==> config.mk <==
export PLATFORM = sky130hd
export DESIGN_NAME = seg_scan_driver
export DESIGN_NICKNAME = d
export VERILOG_FILES = /design/src/rtl/seg_scan_driver.sv
export SDC_FILE = /design/constraint.sdc
export NUM_CORES = 1
export LEC_CHECK = 0
export BUFFER_PORTS_ARGS = -buffer_cell sky130_fd_sc_hd__buf_2
export CORE_MARGIN = 4
export CORE_UTILIZATION = 60
export CTS_BUF_LIST = sky130_fd_sc_hd__clkbuf_2
export DETAILED_ROUTE_END_ITERATION = 6
export PLACE_DENSITY = 0.77
export SYNTH_ARGS = -nofsm -noshare
export SYNTH_HDL_FRONTEND = slang
export SYNTH_SLANG_ARGS = --single-unit
==> constraint.sdc <==
create_clock -name clk -period 6.2 [get_ports clk]
set_clock_uncertainty 0.05 [all_clocks]
set_input_delay 1.24 -clock clk [delete_from_list [all_inputs] [get_ports clk]]
set_output_delay 1.24 -clock clk [all_outputs]
set_load 0.005 [all_outputs]
==> src/rtl/seg_scan_driver.sv <==
// seg_scan_driver: time-multiplexed driver for a 4-digit common-anode
// 7-segment display. One digit per refresh slot, a blank gap at the start
// of every slot, and display data double-buffered so that new values only
// take effect at frame boundaries.
module seg_scan_driver #(
    parameter int unsigned REFRESH_DIV  = 50000,
    parameter int unsigned BLANK_CYCLES = 16,
    parameter int unsigned LZ_SUPPRESS  = 0
) (
    input  logic        clk,
    input  logic        rst_btn,
    input  logic [15:0] data_i,
    input  logic [3:0]  dp_i,
    input  logic [3:0]  blank_i,
    input  logic        load_i,
    output logic [3:0]  anodes_o,
    output logic [7:0]  segments_o,
    output logic        frame_start_o
);

    localparam int unsigned CW = (REFRESH_DIV > 2) ? $clog2(REFRESH_DIV) : 1;
    localparam logic [CW-1:0] CNT_LAST  = CW'(REFRESH_DIV - 1);
    localparam logic [CW-1:0] CNT_BLANK = CW'(BLANK_CYCLES);

    // Active-low {g,f,e,d,c,b,a} pattern for one hex nibble.
    function automatic logic [6:0] hex7(input logic [3:0] n);
        logic [6:0] s;
        case (n)
            4'h0: s = 7'h40;
            4'h1: s = 7'h79;
            4'h2: s = 7'h24;
            4'h3: s = 7'h30;
            4'h4: s = 7'h19;
            4'h5: s = 7'h12;
            4'h6: s = 7'h02;
            4'h7: s = 7'h78;
            4'h8: s = 7'h00;
            4'h9: s = 7'h10;
            4'hA: s = 7'h08;
            4'hB: s = 7'h03;
            4'hC: s = 7'h46;
            4'hD: s = 7'h21;
            4'hE: s = 7'h06;
            default: s = 7'h0E;
        endcase
        return s;
    endfunction

    // cnt_q/dig_q name the cycle that the next clock edge enters, so the
    // outputs registered on that edge belong exactly to that cycle.
    logic [CW-1:0] cnt_q, cnt_d;
    logic [1:0]    dig_q, dig_d;

    logic [15:0]   pend_data_q, pend_data_d;
    logic [3:0]    pend_dp_q, pend_dp_d;
    logic [3:0]    pend_blank_q, pend_blank_d;
    logic          pend_flag_q, pend_flag_d;

    logic [15:0]   sh_data_q, sh_data_d;
    logic [3:0]    sh_dp_q, sh_dp_d;
    logic [3:0]    sh_blank_q, sh_blank_d;

    logic [3:0]    anodes_d;
    logic [7:0]    segments_d;
    logic          frame_start_d;

    logic          boundary;
    logic [3:0]    nib;
    logic          lz_dark;
    logic          dark;

    // Next-state: scan position, pending/shadow buffers and output values.
    always_comb begin
        boundary = (cnt_q == '0) && (dig_q == 2'd0);

        if (cnt_q == CNT_LAST) begin
            cnt_d = '0;
            dig_d = dig_q + 2'd1;
        end else begin
            cnt_d = cnt_q + CW'(1);
            dig_d = dig_q;
        end

        // Shadow takes pending only if the flag was set before this cycle;
        // a load in the boundary cycle lands in pending for the next frame.
        sh_data_d  = sh_data_q;
        sh_dp_d    = sh_dp_q;
        sh_blank_d = sh_blank_q;
        if (boundary && pend_flag_q) begin
            sh_data_d  = pend_data_q;
            sh_dp_d    = pend_dp_q;
            sh_blank_d = pend_blank_q;
        end

        pend_data_d  = pend_data_q;
        pend_dp_d    = pend_dp_q;
        pend_blank_d = pend_blank_q;
        if (load_i) begin
            pend_data_d  = data_i;
            pend_dp_d    = dp_i;
            pend_blank_d = blank_i;
        end
        pend_flag_d = load_i | (pend_flag_q & ~boundary);

        // Decode from the shadow value in effect for this cycle.
        nib     = sh_data_d[{dig_q, 2'b00} +: 4];
        lz_dark = (LZ_SUPPRESS != 0) && (dig_q != 2'd0) &&
                  ((sh_data_d >> {dig_q, 2'b00}) == 16'h0000);
        dark    = sh_blank_d[dig_q] | lz_dark;

        if (cnt_q < CNT_BLANK) begin
            anodes_d   = '1;
            segments_d = '1;
        end else begin
            anodes_d   = ~(4'b0001 << dig_q);
            segments_d = dark ? '1 : {~sh_dp_d[dig_q], hex7(nib)};
        end

        frame_start_d = boundary;
    end

    // State and registered outputs, all cleared by the asynchronous reset.
    always_ff @(posedge clk or negedge rst_btn) begin
        if (!rst_btn) begin
            cnt_q         <= '0;
            dig_q         <= '0;
            pend_data_q   <= '0;
            pend_dp_q     <= '0;
            pend_blank_q  <= '0;
            pend_flag_q   <= 1'b0;
            sh_data_q     <= '0;
            sh_dp_q       <= '0;
            sh_blank_q    <= '0;
            anodes_o      <= '1;
            segments_o    <= '1;
            frame_start_o <= 1'b0;
        end else begin
            cnt_q         <= cnt_d;
            dig_q         <= dig_d;
            pend_data_q   <= pend_data_d;
            pend_dp_q     <= pend_dp_d;
            pend_blank_q  <= pend_blank_d;
            pend_flag_q   <= pend_flag_d;
            sh_data_q     <= sh_data_d;
            sh_dp_q       <= sh_dp_d;
            sh_blank_q    <= sh_blank_d;
            anodes_o      <= anodes_d;
            segments_o    <= segments_d;
            frame_start_o <= frame_start_d;
        end
    end

endmodule

==> Word-level counts from Yosys, hierarchy flattened <==
Memory sizes are Yosys's and may differ from the RTL's.
Cells that the tools add are included.
{ "word_totals": {"reg_bits": 80, "rom_bits": 112, "input_bits": 27, "output_inout_bits": 13, "word_cells": 40, "memories": 1} }
{ "memory_table": {"columns": ["memory", "depth", "word_bits", "rd", "rd_clocked_by_memory_dff", "write_ports", "line_no", "rtl"], "rows": [
  ["(name not given)", 16, 7, 1, 0, 0, "28", "case (n)"]
]} }
{ "op_classes": {"add_sub_neg": 2, "magnitude_cmp": 2, "n_eq_ne": 1, "shifts": 2, "muxes": 11, "bitwise_logic": 5, "reduce_logical": 4} }
{ "op_table": {"columns": ["op", "n"], "rows": [
  ["$mux W16", 2],
  ["$add A16 B1 Y16 const B", 1],
  ["$eq A16 B16 Y1 const B", 1],
  ["$logic_not A16 Y1", 1],
  ["$lt A16 B5 Y1 const B", 1],
  ["$mux W8", 2],
  ["$shiftx A16 B5 Y4", 1],
  ["$mux W4", 3],
  ["$bmux W1 S2", 2],
  ["$not A4 Y4", 1],
  ["$shl A1 B2 Y4 const A", 1],
  ["$lt A2 B3 Y1 const B", 1],
  ["$add A2 B1 Y2 const B", 1],
  ["$logic_and A1 B1 Y1", 2],
  ["$logic_not A2 Y1", 1],
  ["$mux W1", 2],
  ["$not A1 Y1", 2],
  ["$and A1 B1 Y1", 1],
  ["$or A1 B1 Y1", 1]
]} }

==> Longest topological paths before layout <==
{ "logic_depth": {"word_depth": 9, "ltp_mapped": 16, "ltp_nobuf": 12} }

==> Least setup slack after synthesis <==
OpenSTA, ideal clock, no wires.
{ "synth_path": {"kind": "register -> register", "from": "register cnt_q[12]", "to": "register segments_o[3]", "setup_ns": 0.062, "t_arrival_ns": 3.444, "slack_ns": 2.644, "path_stages_with_launch": 15, "cell_sequence": "dfrtp_1 or4_4 nor4_4 and3_1 buf_6 buf_12 clkbuf_8 mux2_2 mux4_2 inv_1 ha_1 inv_1 mux2i_1 mux2_2 nand2_1"} }
{ "synth_between": {"elab_chain_len": 8, "elab_cells_between_ends": 12, "classes_between": "1 x order compare; 1 x shift; 6 x mux; 3 x reduce/logical; 1 x memory"} }
{ "synth_rtl": {"columns": ["item", "line_no", "rtl"], "rows": [
  ["start: declaration", "51", "logic [CW-1:0] cnt_q, cnt_d;"],
  ["start signal: assignment", "138", "cnt_q <= cnt_d;"],
  ["$logic_not A16 Y1", "74", "boundary = (cnt_q == '0) && (dig_q == 2'd0);"],
  ["$logic_and A1 B1 Y1", "74", null],
  ["$logic_and A1 B1 Y1", "89", "if (boundary && pend_flag_q) begin"],
  ["$mux W16", "89", null],
  ["named net sh_data_d[5]", "59", "logic [15:0] sh_data_q, sh_data_d;"],
  ["$shiftx A16 B5 Y4", "106", "nib = sh_data_d[{dig_q, 2'b00} +: 4];"],
  ["$mem_v2 Z16 W7", null, null],
  ["$mux W8", "116", "segments_d = dark ? '1 : {~sh_dp_d[dig_q], hex7(nib)};"],
  ["$mux W8", "111", "if (cnt_q < CNT_BLANK) begin"],
  ["named net segments_d[3]", "64", "logic [7:0] segments_d;"],
  ["end signal: assignment", "148", "segments_o <= segments_d;"],
  ["end: declaration", "17", "output logic [7:0] segments_o,"]
]} }
The timed path passes the listed nets, and every way through them passes these cells. The select of a mux whose other input is x is not followed.
A chain may end at the register's enable or synchronous reset.

==> Worst setup path after layout <==
Ends and elaborated chain as after synthesis.

==> impl_results.md <==
- Final Cycle Share: 67.8%
- PwrDens: 231 nW/um^2
- Final ANT Viol Nets: 0
- Gate Count Post-Synth: 255
- Switching Share: 24.2%
- First-pass GRT wire length: 10.2 mm
- Layout Nets: 335
- Area after DPL: 3750 sq um
- Hold Violations, Final: 0
- Die Wd: 84.8 um
- Max Fanout on Critical Path: 24
- Slew Limit Fails: 0
- Mapped cell area: 3540 sq um
- Critical Path AT: 4.61 ns
- CTS Hold Bufs: 0
- Setup Buffers After CTS: 0
- Initial Util: 63.2%
- Met1 Wirelength: 2.90 mm
- Slowest-stage cell, CP: and3_1
- GR Overflow Total: 0
- Die Area: 7200 sq um
- Static Leak: 1.81 nW
- Post-layout min period: 4.20 ns
- MaxCap Viol Count: 0
- GP Congestion: 0.845
- CP max stage delay: 0.92 ns
- Initial antenna violation count: 0
- Final wirelength: 5.83 mm
- Post-synth EDFFs: 0
- TritonCTS Buffers: 9
- Resized Gates After CTS: 0
- Avg WL per Cell: 15.6 um
- CP Capture Type: flip-flop
- 1st-pass router iterations: 4
- IO buf count: 39
- Post-synthesis cell type count: 39
- TritonCTS clock tree: built
- Syn Nets: 294
- Crit Path Class: reg -> reg
- Root Buffer: clkbuf_2
- Internal: 675 uW
- Worst-case reg-to-reg path depth: 11
- Req. time, crit path: 6.61 ns
- Share of layout cells above drive strength 1: 42.2%
- I/O pin cnt: 40
- Seq cells post-synth: 80
- Worst-Skew Late Latency: 0.51 ns
- Hold Path Cell Cnt: 1
- Worst reg-to-reg setup slack: 2.00 ns
- Synth Warn #: 0
- Clock Sinks: 80
- Row cnt: 27
- Fmax: 238 MHz
- Vias per Instance: 5.39
- Gr usage total: 18.3%
- Slew margin rel.: 28.5%
- Clk slew on worst S/H paths: 0.21 ns
- Least-Margin Pin Slew: 1.07 ns
- Metal3 WL: 295 um
- Run status: complete, no violations
- Ys async rst share: 100%
- Crit-path cells: or4_4 -> nor4_4 -> and3_1 -> mux2_2 -> mux4_2 -> inv_1 -> ha_1 -> inv_1 -> mux2i_1 -> mux2_2 -> nand2_1
- Die Height: 84.8 um
- Register share of total power: 63.3%
- Clock H-tree levels: 3
- Design Area, Final: 3860 sq um
- Setup violations, final: 0
- Met2 WL post-DR: 2.56 mm
- Vias in the first global route: 2,063
- Maximum vdd drop: 0.146 mV
- Post-route setup TNS: 0 ns
- Area Overhead vs Synth: 8.94%
- DP Wirelength: 4.10 mm
- Pin count of the biggest net entering global routing: 81
- Clock share of power: 29.3%
- Highest routed layer: met4
- Residual DRC: 0
- Switching pwr: 215 uW
- Setup crit start kind: flip-flop
- Core area: 5610 sq um
- Initial DRC Count: 117
- Combinational share of power: 7.4%
- RSZ-0062 raised after global routing: no
- # diodes: 0
- Syn avg cell area: 13.9 sq um
- Sequential area share after synthesis: 56.9%
- CTS max path bufs: 2
- Worst Hold Class: reg -> reg
- Main synth FF type: dfrtp_1
- Routed via count: 2,012
-- cells in the final DEF (no fill, tap or decap), drive strengths merged, types with 3 or more instances in the layout --
| master | count |
|---|---|
| and3 | 4 |
| buf | 40 |
| clkbuf | 9 |
| clkinv | 5 |
| dfrtp | 68 |
| dfstp | 12 |
| ha | 12 |
| inv | 9 |
| mux2 | 51 |
| mux2i | 3 |
| mux4 | 6 |
| nand2 | 17 |
| nand3 | 8 |
| nor2 | 13 |
| o211ai | 4 |
| o21ai | 4 |
| or2 | 3 |
| or3 | 3 |
| xnor2 | 6 |
| xor2 | 8 |
-- flip-flops by register name, indices dropped and copies added (netlist names) --
name / flops
sh_data_q: 16
pend_dp_q: 4
segments_o: 8
pend_blank_q: 4
sh_blank_q: 4
cnt_q: 16
pend_data_q: 16
pend_flag_q: 1
sh_dp_q: 4
frame_start_o: 1
dig_q: 2
anodes_o: 4
-- per-stage QoR --
stage | utilization (%) | hold WS, ns | instances | total power, mW | worst slack, ns
floorplan | - | 0.391 | 255 | 0.607 | 2.64
global placement | 66.9 | 0.400 | 357 | 0.637 | 2.13
detailed placement | 66.9 | 0.410 | 357 | 0.640 | 2.03
CTS | 68.8 | 0.445 | 373 | 0.904 | 1.97
global route | 68.8 | 0.481 | 373 | 0.936 | 1.75
finish | 68.8 | 0.444 | 373 | 0.889 | 2.00
-- worst paths after layout --
path                           start             to
min reg2reg                 cnt_q[0]       cnt_q[0]
max in group asynchronous    rst_btn       cnt_q[0]
max reg2reg                cnt_q[12]  segments_o[3]
min in group asynchronous    rst_btn       dig_q[0]
max                        cnt_q[12]  segments_o[3]
min                         cnt_q[0]       cnt_q[0]
-- power by group through the flow --
stage	clock network, mW	logic [mW]	registers, mW
after floorplan	0	0.0393	0.568
after global placement	0	0.0649	0.572
after detailed placement	0	0.0674	0.573
after CTS	0.273	0.0674	0.563
after global routing	0.295	0.0743	0.566
final	0.260	0.0660	0.563
-- area by class of cell --
cell class	count	area, sq um
Sequential cell	80	2020
Fill cell	437	1750
Clock inverter	7	62.6
Clock buffer	9	45.0
Multi-Input combinational cell	155	1400
Tap cell	72	90.1
Timing Repair Buffer	40	205
Inverter	10	37.5
-- per-layer routing --
metal | track usage, % | vias up
met4 | 6.19 | 0
met3 | 6.12 | 9
li1 | - | 969
met1 | 26.2 | 992
met5 | 0 | -
met2 | 26.3 | 42
-- critical path: cells and delay by family (launching register included) --
family	cells	cell delay, ns
AND/OR/NAND/NOR	4	1.86
flip-flops	1	0.47
buffers and inverters	2	0.24
multiplexers	4	1.30
adder cells (fa/ha/maj)	1	0.25
-- kinds of logic after synthesis --
logic type | Yosys count | share of synthesized area (%)
adders and majority gates | 12 | 4.24
AOI/OAI and AO/OA | 13 | 2.51
and+or+nand+nor | 56 | 8.37
buffers and inverters | 20 | 3.50
muxes | 60 | 21.0
xor gates and xnor gates | 14 | 3.46
DFF | 80 | 56.9
-- synth_stat cells, types with 2 or more instances --
master,instances,area (sq um)
nand3_1,8,40.0
mux2_2,49,552
dfrtp_1,68,1700
buf_6,3,33.8
buf_1,2,7.51
mux4_2,5,113
o221ai_1,2,17.5
o211ai_1,4,30.0
ha_1,12,150
clkbuf_1,3,11.3
or3_1,3,18.8
mux2i_1,3,30.0
or2_2,2,12.5
xnor2_1,6,52.6
and3_1,4,25.0
nor2_1,13,48.8
inv_1,9,33.8
mux2_1,2,22.5
xor2_1,8,70.1
o21ai_0,3,15.0
nand2_1,17,63.8
dfstp_2,12,315
(Power assumes the default switching activity.)
